`src/rtl/axil_kg_regfile_mc.sv`:
```
// Multi-channel AXI4-Lite register file that launches ADDR/DATA command pairs to kugelblitz consumers.
// Optional macro KG_REGFILE_ERR_EN: SLVERR on unmapped or dropped accesses, plus sticky STATUS.overflow.
module axil_kg_regfile_mc #(
   parameter int DATA_WIDTH = 32,
   parameter int ADDR_WIDTH = 16,
   parameter int STRB_WIDTH = DATA_WIDTH / 8,
   parameter int CHANNELS   = 4
) (
   input  logic                           clk,
   input  logic                           rst_n,
   input  logic [ADDR_WIDTH-1:0]          s_axil_awaddr,
   input  logic [2:0]                     s_axil_awprot,
   input  logic                           s_axil_awvalid,
   output logic                           s_axil_awready,
   input  logic [DATA_WIDTH-1:0]          s_axil_wdata,
   input  logic [STRB_WIDTH-1:0]          s_axil_wstrb,
   input  logic                           s_axil_wvalid,
   output logic                           s_axil_wready,
   output logic [1:0]                     s_axil_bresp,
   output logic                           s_axil_bvalid,
   input  logic                           s_axil_bready,
   input  logic [ADDR_WIDTH-1:0]          s_axil_araddr,
   input  logic [2:0]                     s_axil_arprot,
   input  logic                           s_axil_arvalid,
   output logic                           s_axil_arready,
   output logic [DATA_WIDTH-1:0]          s_axil_rdata,
   output logic [1:0]                     s_axil_rresp,
   output logic                           s_axil_rvalid,
   input  logic                           s_axil_rready,
   output logic [CHANNELS*DATA_WIDTH-1:0] m_kg_addr,
   output logic [CHANNELS*DATA_WIDTH-1:0] m_kg_data,
   output logic [CHANNELS-1:0]            m_kg_valid,
   input  logic [CHANNELS-1:0]            m_kg_ready
);
   localparam int CW = ADDR_WIDTH - 4;
   localparam logic [1:0] OKAY   = 2'b00;
   localparam logic [1:0] SLVERR = 2'b10;

   logic [DATA_WIDTH-1:0] addr_q  [CHANNELS];
   logic [DATA_WIDTH-1:0] data_q  [CHANNELS];
   logic [15:0]           count_q [CHANNELS];
   logic [CHANNELS-1:0]   valid_q, auto_inc_q, ovf_q;

   logic                  aw_hs, ar_hs, w_mapped, r_mapped, w_err, r_err;
   logic [CW-1:0]         w_ch, r_ch;
   logic [1:0]            w_reg, r_reg;
   logic [CHANNELS-1:0]   sel, busy_eff, done, wr_addr, launch, drop, wr_ctrl, flush;
   logic [DATA_WIDTH-1:0] rd_word;
   logic                  unused_bits;

   function automatic logic [DATA_WIDTH-1:0] merge(input logic [DATA_WIDTH-1:0] cur,
                                                   input logic [DATA_WIDTH-1:0] nxt,
                                                   input logic [STRB_WIDTH-1:0] strb);
      logic [DATA_WIDTH-1:0] res;
      res = cur;
      for (int b = 0; b < STRB_WIDTH; b++)
         if (strb[b]) res[b*8 +: 8] = nxt[b*8 +: 8];
      return res;
   endfunction

   assign w_ch     = s_axil_awaddr[ADDR_WIDTH-1:4];
   assign w_reg    = s_axil_awaddr[3:2];
   assign r_ch     = s_axil_araddr[ADDR_WIDTH-1:4];
   assign r_reg    = s_axil_araddr[3:2];
   assign w_mapped = w_ch < CW'(CHANNELS);
   assign r_mapped = r_ch < CW'(CHANNELS);

   assign aw_hs          = s_axil_awvalid & s_axil_wvalid & ~s_axil_bvalid;
   assign ar_hs          = s_axil_arvalid & ~s_axil_rvalid;
   assign s_axil_awready = aw_hs & rst_n;
   assign s_axil_wready  = aw_hs & rst_n;
   assign s_axil_arready = ~s_axil_rvalid & rst_n;

   // A consumer accepting this cycle frees the channel, so a same-cycle write relaunches.
   always_comb begin
      sel      = '0;
      busy_eff = '0;
      done     = '0;
      wr_addr  = '0;
      launch   = '0;
      drop     = '0;
      wr_ctrl  = '0;
      flush    = '0;
      for (int c = 0; c < CHANNELS; c++) begin
         sel[c]      = aw_hs && (w_ch == CW'(c));
         busy_eff[c] = valid_q[c] & ~m_kg_ready[c];
         done[c]     = valid_q[c] & m_kg_ready[c];
         wr_addr[c]  = sel[c] && (w_reg == 2'd0) && !busy_eff[c];
         launch[c]   = sel[c] && (w_reg == 2'd1) && !busy_eff[c];
         drop[c]     = sel[c] && !w_reg[1] && busy_eff[c];
         wr_ctrl[c]  = sel[c] && (w_reg == 2'd3);
         flush[c]    = wr_ctrl[c] && s_axil_wstrb[0] && s_axil_wdata[1];
      end
   end

   always_ff @(posedge clk or negedge rst_n) begin
      if (!rst_n) begin
         for (int c = 0; c < CHANNELS; c++) begin
            addr_q[c]  <= '0;
            data_q[c]  <= '0;
            count_q[c] <= '0;
         end
         valid_q    <= '0;
         auto_inc_q <= '0;
      end else begin
         for (int c = 0; c < CHANNELS; c++) begin
            if (wr_addr[c])
               addr_q[c] <= merge(addr_q[c], s_axil_wdata, s_axil_wstrb);
            else if (done[c] && auto_inc_q[c])
               addr_q[c] <= addr_q[c] + DATA_WIDTH'(4);
            if (launch[c])
               data_q[c] <= merge(data_q[c], s_axil_wdata, s_axil_wstrb);
            if (launch[c])
               valid_q[c] <= 1'b1;
            else if (flush[c] || done[c])
               valid_q[c] <= 1'b0;
            if (done[c])
               count_q[c] <= count_q[c] + 16'd1;
            if (wr_ctrl[c] && s_axil_wstrb[0])
               auto_inc_q[c] <= s_axil_wdata[0];
         end
      end
   end

`ifdef KG_REGFILE_ERR_EN
   assign w_err = !w_mapped || (|drop);
   assign r_err = !r_mapped;
   assign unused_bits = ^{s_axil_awprot, s_axil_arprot, s_axil_awaddr[1:0], s_axil_araddr[1:0]};

   always_ff @(posedge clk or negedge rst_n) begin
      if (!rst_n) begin
         ovf_q <= '0;
      end else begin
         for (int c = 0; c < CHANNELS; c++) begin
            if (drop[c])
               ovf_q[c] <= 1'b1;
            else if (sel[c] && (w_reg == 2'd2) && s_axil_wstrb[0] && s_axil_wdata[1])
               ovf_q[c] <= 1'b0;
         end
      end
   end
`else
   assign w_err = 1'b0;
   assign r_err = 1'b0;
   assign ovf_q = '0;
   assign unused_bits = ^{s_axil_awprot, s_axil_arprot, s_axil_awaddr[1:0], s_axil_araddr[1:0],
                          w_mapped, r_mapped, drop};
`endif

   always_comb begin
      rd_word = '0;
      for (int c = 0; c < CHANNELS; c++) begin
         if (r_ch == CW'(c)) begin
            case (r_reg)
               2'd0:    rd_word = addr_q[c];
               2'd1:    rd_word = data_q[c];
               2'd2:    rd_word = {count_q[c], 14'd0, ovf_q[c], valid_q[c]};
               default: rd_word = {31'd0, auto_inc_q[c]};
            endcase
         end
      end
   end

   // Read data is captured from pre-edge state, so a colliding write is not visible yet.
   always_ff @(posedge clk or negedge rst_n) begin
      if (!rst_n) begin
         s_axil_bvalid <= 1'b0;
         s_axil_bresp  <= OKAY;
         s_axil_rvalid <= 1'b0;
         s_axil_rdata  <= '0;
         s_axil_rresp  <= OKAY;
      end else begin
         if (aw_hs) begin
            s_axil_bvalid <= 1'b1;
            s_axil_bresp  <= w_err ? SLVERR : OKAY;
         end else if (s_axil_bready) begin
            s_axil_bvalid <= 1'b0;
         end
         if (ar_hs) begin
            s_axil_rvalid <= 1'b1;
            s_axil_rdata  <= rd_word;
            s_axil_rresp  <= r_err ? SLVERR : OKAY;
         end else if (s_axil_rready) begin
            s_axil_rvalid <= 1'b0;
         end
      end
   end

   always_comb begin
      m_kg_addr = '0;
      m_kg_data = '0;
      for (int c = 0; c < CHANNELS; c++) begin
         m_kg_addr[c*DATA_WIDTH +: DATA_WIDTH] = addr_q[c];
         m_kg_data[c*DATA_WIDTH +: DATA_WIDTH] = data_q[c];
      end
   end

   assign m_kg_valid = valid_q;

endmodule

```
`config.mk`:
```
export PLATFORM = sky130hd
export DESIGN_NAME = axil_kg_regfile_mc
export DESIGN_NICKNAME = d
export VERILOG_FILES = /design/src/rtl/axil_kg_regfile_mc.sv
export SDC_FILE = /design/constraint.sdc
export NUM_CORES = 1
export LEC_CHECK = 0
export ABC_AREA = 1
export BUFFER_PORTS_ARGS = -buffer_cell sky130_fd_sc_hd__buf_2
export CAP_MARGIN = 20
export CORE_ASPECT_RATIO = 0.6
export CORE_MARGIN = 2
export CORE_UTILIZATION = 35
export DETAILED_ROUTE_END_ITERATION = 8
export PLACE_DENSITY = 0.58
export SYNTH_ARGS = -nofsm -noshare
export SYNTH_HDL_FRONTEND = slang
export SYNTH_SLANG_ARGS = --single-unit
```
`constraint.sdc`:
```
create_clock -name clk -period 1.8 [get_ports clk]
set_input_delay 0.09 -clock clk [delete_from_list [all_inputs] [get_ports clk]]
set_output_delay 0.09 -clock clk [all_outputs]
set_load 0.02 [all_outputs]
```
Yosys cells after proc, flatten, opt, wreduce, memory -nomap -nowiden

Cells that the tools add are included.
W data, S select, Z words.

Output and inout bits: 301
Logic and storage cells: 222
Bits in registers: 362

Reduce and logical (&&, ||, !) cells: 90
Bitwise logic cells: 19
Mux-type cells: 32
Eq/ne operators: 26
Add/subtract/negate cells: 8

Operator list:

| kind                    | number |
|---|---|
| $mux W32                | 12 |
| $pmux W32 S3            | 4 |
| $add A32 B3 Y32 const B | 4 |
| $add A16 B1 Y16 const B | 4 |
| $reduce_and A2 Y1       | 32 |
| $eq A12 B2 Y1 const B   | 4 |
| $logic_and A1 B1 Y1     | 36 |
| $mux W8                 | 4 |
| $ne A2 B2 Y1 const B    | 16 |
| $eq A12 B1 Y1 const B   | 2 |
| $logic_not A12 Y1       | 2 |
| $reduce_bool A2 Y1      | 10 |
| $and A1 B1 Y1           | 13 |
| $mux W1                 | 12 |
| $not A1 Y1              | 6 |
| $eq A2 B1 Y1 const B    | 2 |
| $eq A2 B2 Y1 const B    | 2 |
| $logic_not A1 Y1        | 4 |
| $logic_not A2 Y1        | 2 |
| $logic_or A1 B1 Y1      | 4 |

Depth between registers and ports, before layout

Depth after elaboration: 9
Mapped depth: 12

Least setup slack after synthesis

Ideal clock, no wire load.

Path type: flip-flop to flip-flop
Start point: register addr_q (netlist bit m_kg_addr[34])
End point: register addr_q (netlist bit m_kg_addr[60])
Cell stages (with the launch flop): 13
Path slack: -0.048 ns
Buffers on the path: 0
Data arrival time: 1.730 ns
Cells stage by stage: dfrtp_1 ha_1 nand3_1 nor2_1 nand2_1 clkinv_1 nand2_1 nand2_1 nand2_1 nand2_1 nand2_1 nand2_1 nand2_1

Cells in the longest elaborated chain, start to end: 3

RTL lines:

| what                              | RTL line | text |
|---|---|---|
| from (decl)                       | 39       | `logic [DATA_WIDTH-1:0] addr_q [CHANNELS];` |
| from (signal, indexed assignment) | 108      | `addr_q[c] <= merge(addr_q[c], s_axil_wdata, s_axil_wstrb);` |
| from (signal, indexed assignment) | 110      | `addr_q[c] <= addr_q[c] + DATA_WIDTH'(4);` |
| $add A32 B3 Y32                   | 110      |  |
| $mux W32                          | 109      | `else if (done[c] && auto_inc_q[c])` |
| $mux W32                          | 107      | `if (wr_addr[c])` |

No other way between the ends. The select of a mux whose other input is x is not followed.
A chain may end at the register's enable or synchronous reset.

Worst setup path in the final report

Start point: register addr_q (netlist bit m_kg_addr[68])
End point: register addr_q (netlist bit m_kg_addr[81])

Same word-level chain as after synthesis.

==> qor.yml <==
worstSetupPathType: "reg -> reg"
grt_max_degree: 108
viasPerCell: 5.247
crit_start: "m_kg_addr[68]$_DFFE_PN0P_"
fin_crit_ns: 1.776
r2r-end: "m_kg_addr[81]$_DFFE_PN0P_"
setup_viol: 0
hold_path_class: "in -> reg"
port_buffers: 371
htree_levels: 2
p_per_area_mw_per_mm2: 638.0
synth.area.mux_share_pct: 0.09410
synth_cell_types: 43
syn-cell-area_mm2: 0.02260
run_status: "finished clean"
worstReg2RegStart: "m_kg_addr[68]$_DFFE_PN0P_"
fp.dieW_um: 332.1
synthArstFlopShare_pct: 100.0
hold_path_depth: 5
placed_cell_area_mm2: 0.02741
ys_dominant_reg_cell: "dfrtp_1"
synth_compound_area_share_pct: 8.973
ys_ff_latch: 362
cts-root-buf: "clkbuf_16"
synth_top_family_by_area: "simple AND/OR/NAND/NOR gates"
endpoint_kind: "flip-flop"
tightest_slew_ns: 0.6483
yosysSeqAreaShare_pct: 40.08
final_nets: 4054
rsz0062_at_grt: "true"
finalNonFillerCells: 4853
yosys.area_share.adder_pct: 0.4428
max-cap-violations: 0
drtIter0Drc: 3081
rrSetupSlack_ns: 0.02
report.power.total_mw: 18.76
drive_above_1_share_pct: 21.36
via_count: 25463
slew_violations: 0
leakagePower_nw: 15.71
grt_pass1_wl_um: 158700
chipHeight_um: 200.9
crit_end: "m_kg_addr[81]$_DFFE_PN0P_"
critical_path_required_ns: 2.28
hold_viol: 0
wl_um: 111100
grt_overflow: 0
ff2ff_path_depth: 11
vdd.ir_drop.worst_mv: 0.5541
coreArea_mm2: 0.06414
io_pins: 386
routedWlPerCell_um: 22.89
numCtsBuffers: 40
dr.pass1.iters: 7
synth-simple-area-share_pct: 39.95
gp_congestion: 1.014
setup_ws_ns: 0.02386
placed_cells: 4739
fmax_mhz: 563.0
synth_warnings: 0
path_max_fanout: 5
start_util_pct: 35.24
postSynthCellCount: 3370
remaining_drc_errors: 0
holdWs_ns: 0.01961
cts.path.max_buffers: 3
synth-edff-count: 0
antenna_found_initial: 10
slew_headroom_pct: 56.78
finalCritPeriodShare_pct: 98.67
grt_pass1_vias: 22912
worst_ep_arrival_time_ns: 2.26
start_kind: "flip-flop"
cts_tree: "yes"
pre_cts_ws_ns: -0.05301
cts.clk_slew.worst_paths_ns: 0.07
num_rows: 72
dieArea_mm2: 0.06670
clkSinkCount: 362
final_area_mm2: 0.02941
syn_area_per_cell_um2: 6.707
clock_skew_ns: 0.02925
synthXorXnorAreaFrac_pct: 4.030
grt_usage_pct: 32.48
ant_nets: 0
hpwlAfterDp_um: 88020
area_delta_synth_final_pct: 30.12
clkLatencyLatePin_ns: 0.59
==> cell usage in the layout (no fill, tap or decap), types with 6 or more instances in the layout <==
master | synthesis | routed
o211ai_1 | 18 | 18
clkinv_2 | 0 | 7
a21oi_1 | 39 | 38
bufinv_16 | 0 | 6
xor2_1 | 84 | 84
o211a_1 | 7 | 7
nor3_2 | 3 | 6
buf_12 | 0 | 38
buf_4 | 7 | 221
nor2_2 | 6 | 25
o21ai_1 | 53 | 57
nand4_1 | 31 | 31
nand3_1 | 278 | 270
nand2_4 | 0 | 12
nor2_1 | 255 | 232
nor2_4 | 10 | 14
ha_1 | 8 | 7
inv_1 | 234 | 231
dlygate4sd3_1 | 0 | 19
o21bai_1 | 15 | 15
buf_2 | 56 | 368
clkbuf_16 | 0 | 41
buf_6 | 4 | 13
xnor2_1 | 20 | 20
nand2_2 | 49 | 39
nand3_2 | 5 | 11
nand2_1 | 1512 | 1510
nor3_1 | 12 | 9
clkbuf_8 | 0 | 9
diode_2 | 0 | 13
dfrtp_1 | 362 | 350
a22o_1 | 25 | 25
o21ai_0 | 195 | 191
dfrtp_2 | 0 | 12
==> cell type report <==
cell class | count | area [um2]
fillers | 6702 | 34730
multi-input cells | 2658 | 12320
flip-flops and latches | 362 | 9074
repair buffers | 660 | 4613
clock buffers | 54 | 1165
well taps | 851 | 1065
inverters | 239 | 900.9
clock inverters | 16 | 239.0
diodes | 13 | 32.53
==> through the flow <==
step / setup TNS, ns / utilization [%]
floorplan: 0 / -
global placement: -0.05051 / 42.74
detailed placement: -0.4133 / 42.74
CTS: 0 / 45.23
global route: -1.412 / 45.82
finish: 0 / 45.86
==> power breakdown <==
group	internal, mW	switching [mW]	total, mW
logic	0.351	1.05	1.40
registers	8.19	0.0449	8.23
clock network	5.39	3.74	9.13
==> cells in the mapped netlist, types with 2 or more instances <==
cell type | number | area share, %
clkinv_1 | 2 | 0.033
dfrtp_1 | 362 | 40
clkbuf_1 | 36 | 0.60
o21ai_1 | 53 | 1.2
nand3b_1 | 2 | 0.066
ha_1 | 8 | 0.44
nor3_1 | 12 | 0.27
o21a_1 | 3 | 0.10
o211ai_1 | 18 | 0.60
nand2_2 | 49 | 1.4
nand3_2 | 5 | 0.22
o2111ai_1 | 2 | 0.078
nor3_4 | 5 | 0.36
o211a_1 | 7 | 0.31
xnor2_1 | 20 | 0.77
nand4_2 | 5 | 0.28
nor2_4 | 10 | 0.50
nor2_2 | 6 | 0.17
nand3_1 | 278 | 6.2
a21oi_1 | 39 | 0.86
nand4_1 | 31 | 0.86
buf_2 | 56 | 1.2
buf_6 | 4 | 0.20
a211oi_1 | 2 | 0.066
nor2_1 | 255 | 4.2
nand2_1 | 1512 | 25
buf_1 | 11 | 0.18
xor2_1 | 84 | 3.3
inv_1 | 234 | 3.9
or2_2 | 4 | 0.11
a22o_1 | 25 | 0.97
o21ai_0 | 195 | 4.3
inv_2 | 3 | 0.050
buf_4 | 7 | 0.23
o21bai_1 | 15 | 0.50
nor3_2 | 3 | 0.13
==> sequential cells by signal, summed over array words and instances (netlist names) <==
| register | flops |
|---|---|
| s_axil_bvalid | 1 |
| s_axil_rvalid | 1 |
| count_q | 64 |
| auto_inc_q | 4 |
| m_kg_valid | 4 |
| m_kg_addr | 128 |
| s_axil_rdata | 32 |
| m_kg_data | 128 |
==> cell families (layout without fill, tap and decap cells) <==
logic type | after synthesis | count (layout)
compound gates | 359 | 359
flops | 362 | 362
fa+ha+maj | 8 | 8
other cells | 1 | 17
xor+xnor | 104 | 104
buf+inv | 353 | 969
mux | 2 | 2
simple gates | 2181 | 2181
==> metal layers <==
layer / routed length, um / track usage [%] / vias up / part of all wire [%]
met5: 0 / 0 / - / 0
met4: 2239 / 7.792 / 0 / 2.0
met3: 16120 / 14.65 / 138 / 15
met2: 43410 / 43.19 / 1418 / 39
met1: 49300 / 47.15 / 12011 / 44
li1: - / - / 11896 / -
==> worst min-delay path by stage <==
| stage | start | endpoint | slack [ns] |
|---|---|---|---|
| final | s_axil_wdata[31] | m_kg_addr[95]$_DFFE_PN0P_ | 0.02 |
| after detailed placement | rst_n | m_kg_addr[119]$_DFFE_PN0P_ | -0.02 |
| after global routing | s_axil_wdata[23] | m_kg_addr[87]$_DFFE_PN0P_ | 0.05 |
| after global placement | rst_n | m_kg_addr[119]$_DFFE_PN0P_ | -0.02 |
| after floorplan | rst_n | auto_inc_q[0]$_DFFE_PN0P_ | -0.21 |
| after CTS | s_axil_wdata[24] | m_kg_addr[24]$_DFFE_PN0P_ | 0.002 |
==> repair_timing <==
item / CTS / global route
hold buffers: 19 / 0
buffers inserted: 0 / 12
cloned: 0 / 0
hold endpoints to repair: 392 / 0
gates resized for setup: 2 / 82
pin swaps: 0 / 7
setup endpoints to repair: 2 / 193
==> critical path, cell delays in order, from the launching register on <==
cell and delay, ns:
dfrtp_1 0.42, nand2_2 0.11, nor2_2 0.20, buf_4 0.18, nand2_1 0.08, buf_4 0.16, o21ai_0 0.14, nand2_1 0.08
nand2_1 0.06, nand2_1 0.10, nand2_1 0.08, nand2_1 0.04
Power figures use the tool's default switching activity.
